`config.mk`:
```
export PLATFORM = sky130hd
export DESIGN_NAME = regfile_scoreboard
export DESIGN_NICKNAME = d
export VERILOG_FILES = /design/src/rtl/regfile_scoreboard.sv
export SDC_FILE = /design/constraint.sdc
export NUM_CORES = 2
export LEC_CHECK = 0
export CAP_MARGIN = 20
export CELL_PAD_IN_SITES_DETAIL_PLACEMENT = 0
export CELL_PAD_IN_SITES_GLOBAL_PLACEMENT = 1
export CORE_MARGIN = 1.5
export CORE_UTILIZATION = 35
export CTS_BUF_LIST = sky130_fd_sc_hd__clkbuf_8
export DETAILED_ROUTE_END_ITERATION = 8
export GPL_TIMING_DRIVEN = 0
export HOLD_SLACK_MARGIN = 0.02
export PLACE_DENSITY = 0.69
export SLEW_MARGIN = 40
export SYNTH_ARGS = -nofsm -noshare
export SYNTH_HDL_FRONTEND = slang
export SYNTH_SLANG_ARGS = --single-unit
export TNS_END_PERCENT = 1
```
`constraint.sdc`:
```
create_clock -name clk -period 4.9 [get_ports clk]
set_clock_uncertainty 0.15 [all_clocks]
set_input_delay 0.49 -clock clk [delete_from_list [all_inputs] [get_ports clk]]
set_output_delay 0.49 -clock clk [all_outputs]
set_load 0.01 [all_outputs]
```
`src/rtl/regfile_scoreboard.sv`:
```
// Register file with per-register pending-write counters (scoreboard).
// Combinational reads with writeback bypass; issue stalls when a destination counter saturates.
module regfile_scoreboard #(
  parameter int DATA_W = 32,
  parameter int ADDR_W = 5,
  parameter int CNT_W  = 2
) (
  input  logic              clk,
  input  logic              reset,
  input  logic [ADDR_W-1:0] ra1,
  input  logic [ADDR_W-1:0] ra2,
  output logic [DATA_W-1:0] rd1,
  output logic [DATA_W-1:0] rd2,
  output logic              busy1,
  output logic              busy2,
  input  logic              iss_valid,
  input  logic [ADDR_W-1:0] iss_rd,
  output logic              iss_ready,
  input  logic              we3,
  input  logic [ADDR_W-1:0] wa3,
  input  logic [DATA_W-1:0] wd3,
  output logic              wb_err
);

  localparam int NREG = 2 ** ADDR_W;
  localparam logic [CNT_W-1:0] CNT_MAX = '1;

  logic [DATA_W-1:0] rf  [NREG];
  logic [CNT_W-1:0]  cnt [NREG];

  logic            wb_act;
  logic            wb_dec;
  logic            iss_inc;
  logic [NREG-1:0] inc_vec;
  logic [NREG-1:0] dec_vec;
  logic [CNT_W-1:0] cnt_ra1;
  logic [CNT_W-1:0] cnt_ra2;

  assign wb_act    = we3 && (wa3 != '0);
  assign wb_dec    = wb_act && (cnt[wa3] != '0);
  // Ready looks only at the stored count, so a same-cycle writeback cannot unblock a full register.
  assign iss_ready = !((iss_rd != '0) && (cnt[iss_rd] == CNT_MAX));
  assign iss_inc   = iss_valid && iss_ready && (iss_rd != '0);

  always_comb begin
    inc_vec = '0;
    dec_vec = '0;
    if (iss_inc) inc_vec[iss_rd] = 1'b1;
    if (wb_dec)  dec_vec[wa3]    = 1'b1;
  end

  always_comb begin
    rd1 = '0;
    if (ra1 != '0) rd1 = (wb_act && (wa3 == ra1)) ? wd3 : rf[ra1];
  end

  always_comb begin
    rd2 = '0;
    if (ra2 != '0) rd2 = (wb_act && (wa3 == ra2)) ? wd3 : rf[ra2];
  end

  // Busy reflects the count after this cycle's retiring writeback; new issues are not visible yet.
  assign cnt_ra1 = cnt[ra1] - CNT_W'(wb_dec && (wa3 == ra1));
  assign cnt_ra2 = cnt[ra2] - CNT_W'(wb_dec && (wa3 == ra2));
  assign busy1   = (ra1 != '0) && (cnt_ra1 != '0);
  assign busy2   = (ra2 != '0) && (cnt_ra2 != '0);

  always_ff @(posedge clk) begin
    if (reset) begin
      for (int i = 0; i < NREG; i++) begin
        rf[i]  <= '0;
        cnt[i] <= '0;
      end
      wb_err <= 1'b0;
    end else begin
      if (wb_act) rf[wa3] <= wd3;
      if (wb_act && (cnt[wa3] == '0)) wb_err <= 1'b1;
      for (int i = 0; i < NREG; i++) begin
        case ({inc_vec[i], dec_vec[i]})
          2'b10:   cnt[i] <= cnt[i] + CNT_W'(1);
          2'b01:   cnt[i] <= cnt[i] - CNT_W'(1);
          default: cnt[i] <= cnt[i];
        endcase
      end
    end
  end

endmodule

```
==> results.yml <==
outcome:
  outcome: "finished, violations left"
  violations: "setup timing"
die:
  start_util_pct: 35.20
  die_area_sq_um: 179700
  rows: 154
  dieHeight_um: 423.9
  ios: 124
  die_width_um: 423.9
  core_area_sq_um: 176100
global_route:
  grt.overflow.total: 0
  grtUsageTotal_pct: 30.29
  grt_pass1_wl_mm: 365.6
  grt_max_degree: 33
  grt_pass1_vias: 42630
  antenna_found_initial: 29
pwr:
  p_seq_share_pct: 47.6
  irDropWorstVdd_mv: 0.1849
  p_leak_nw: 23.79
  p_sw_mw: 6.953
  power_density_nw_per_um2: 331.6
  p_sw_share_pct: 29.73
  combPwrFrac_pct: 16.7
  internal_power_mw: 16.43
  pwr-share-clk_pct: 35.7
critical_path:
  worstReg2RegStart: "cnt[12][0]$_SDFFCE_PN0P_"
  slowest_stage: "clkdlybuf4s50_1"
  r2r_cells: 12
  crit_chain: "buf_2 -> buf_4 -> buf_4 -> buf_4 -> buf_4 -> mux2i_1 -> a21oi_1 -> a22oi_1 -> o21ai_0 -> clkdlybuf4s50_1"
  cp_data_arrival_time_ns: 4.38
  regToRegSetupSlack_ns: 0.94
  crit_path_start_kind: "primary input"
  cpMostUsedCell: "buf_4"
  cp.required_ns: 4.26
  cp_max_fo: 10
  cp-end-kind: "output port"
  reg2reg_to: "cnt[13][1]$_SDFFCE_PN0P_"
  critPathMaxStageDelay_ns: 0.64
  crit_type: "primary input to output port"
clock_tree:
  cts-root-buf: "clkbuf_8"
  clkSinkCount: 1089
  ctsHtreeMaxLevel: 4
  cts_hold_buf: 0
  cts_buffer_depth: 3
  cts_setup_buffers: 0
  cts_tree: "built"
  cts.clk_slew.worst_paths_ns: 0.05
  insertion_delay_ns: 0.97
  cts_buffers: 185
hold_path:
  min_to: "rf[23][0]$_SDFFCE_PN0P_"
  hold_depth: 2
  hold_class: "primary input to register"
  hold_start: "wd3[0]"
detailed_routing:
  vias: 44510
  wl_per_cell_um: 38.98
  wl_mm: 275.1
  final_antenna_net_count: 0
  drt_first_pass_iters: 6
  via_per_inst: 6.305
  drt_iter0_drc: 7272
  drc: 0
placement:
  placed_cells: 6720
  dp_slack_ns: -0.5887
  port_buffers: 111
  hpwlAfterDp_mm: 195.2
  post_dp_cell_area_sq_um: 66810
  routabilityCongestion: 0.9636
synth:
  yosysWarnings: 0
  synthCells: 4215
  async_flop_share_pct: 0
  synthesis.area_sq_um: 61990
  synth_edf_count: 1088
  avgSynthCellArea_sq_um: 14.71
  synth_cell_types: 61
  yosysSeqAreaShare_pct: 52.73
  ys_seq_elements: 1089
  synth_flop_cell: "edfxtp_1"
timing:
  fin_hold_ws_ns: 0.1921
  final.period_utilization_pct: 102.4
  slew_violations: 0
  final-hold-violation-count: 0
  worstMarginPinSlew_ns: 1.027
  worst_slack_ns: -0.1200
  setup_violations: 20
  rsz0062_at_grt: "no"
  slew_headroom_pct: 31.56
  fmax_mhz: 199.2
  post-route-min-period_ns: 5.020
layout:
  design_area_sq_um: 70520
  final_nets: 4686
  instances_no_fill: 7059
  synthToLayoutAreaGrowth_pct: 13.76
  layout_common_cells: "edfxtp_1, and2_1, mux4_2"
  final_common_cell: "edfxtp_1"
  drive_gt1_share_pct: 25.65
  utilization_pct: 40.04
run:
  drv_cap: 0
## how the worst max path moves through the flow
stage,from,to,depth (start not counted)
after floorplan,iss_rd[0],cnt[10][1]$_SDFFCE_PN0P_,15
after global placement,ra2[2],rd2[2],8
after detailed placement,ra2[1],rd2[8],9
after CTS,ra1[2],rd1[19],10
after global routing,ra1[3],rd1[7],9
final,ra2[0],rd2[20],10
## area by class of cell
class                   instances  area (sq um)
flip-flops and latches       1089         32690
clock inverters               144         973.4
fillers                     16580        105600
clock buffers                 186          2560
repair buffers                131          1549
multi-input cells            2703         27630
inverters                       5         18.77
well taps                    2340          2928
diodes                         10         25.02
plain buffers                 451          2148
## timing repair
item                                    CTS  global route
resized for setup                        42            10
pin swaps                                 0             0
endpoints found under the hold margin     0             0
endpoints found under the setup margin   60            12
## critical path: cells and delay by family
kind | cells | cell delay (ns)
AOI/OAI and AO/OA | 3 | 1.14
muxes | 1 | 0.15
buffers and inverters | 6 | 2.51
## cells by family after synthesis
logic type,count (synthesis),synth area share (%)
flops,1089,52.73
xor+xnor,56,0.7912
simple gates,1569,14.50
other cells,2,0.01211
compound gates,266,3.171
mux,712,24.31
fa+ha+maj,64,1.292
buf+inv,457,3.191
## state kept, by name, indices dropped and copies added (netlist names)
signal  cells
cnt        64
wb_err      1
rf       1024
## cell usage after synthesis, types with 38 or more instances
cell type	number	area, sq um
nand3_1	39	195.2
clkbuf_1	292	1096
or2_2	49	306.5
mux4_2	635	14300
a22oi_1	61	457.9
buf_2	99	495.5
a211oi_1	45	337.8
nor2b_1	43	269.0
nor2_1	180	675.7
and2_1	933	5837
ha_1	64	800.8
a21oi_1	52	260.3
mux2i_1	77	770.7
edfxtp_1	1088	32670
nand2_1	97	364.1
nor3_1	160	800.8
xnor2_1	38	332.8
## stage by stage
stage	power, mW	TNS (ns)
2_1_floorplan	13.20	0
5_1_grt	23.75	0
4_1_cts	23.13	0
6_report	23.39	-1.205
3_5_place_dp	15.03	-15.32
3_3_place_gp	14.94	-48.44
## layer usage
layer | routed length, um | global-route usage (%)
met4 | 18890 | 17.66
met3 | 39000 | 10.91
met2 | 119400 | 44.65
met5 | 125 | 0
met1 | 97750 | 38.32
## power by group through the flow
stage	Combinational, mW	Sequential [mW]	Clock, mW
4_1_cts	3.75	11.1	8.27
5_1_grt	3.93	11.2	8.64
3_3_place_gp	3.66	11.3	0
3_5_place_dp	3.72	11.3	0
6_report	3.90	11.1	8.35
2_1_floorplan	2.05	11.2	0
No activity file was read; power rests on OpenSTA's default activity.
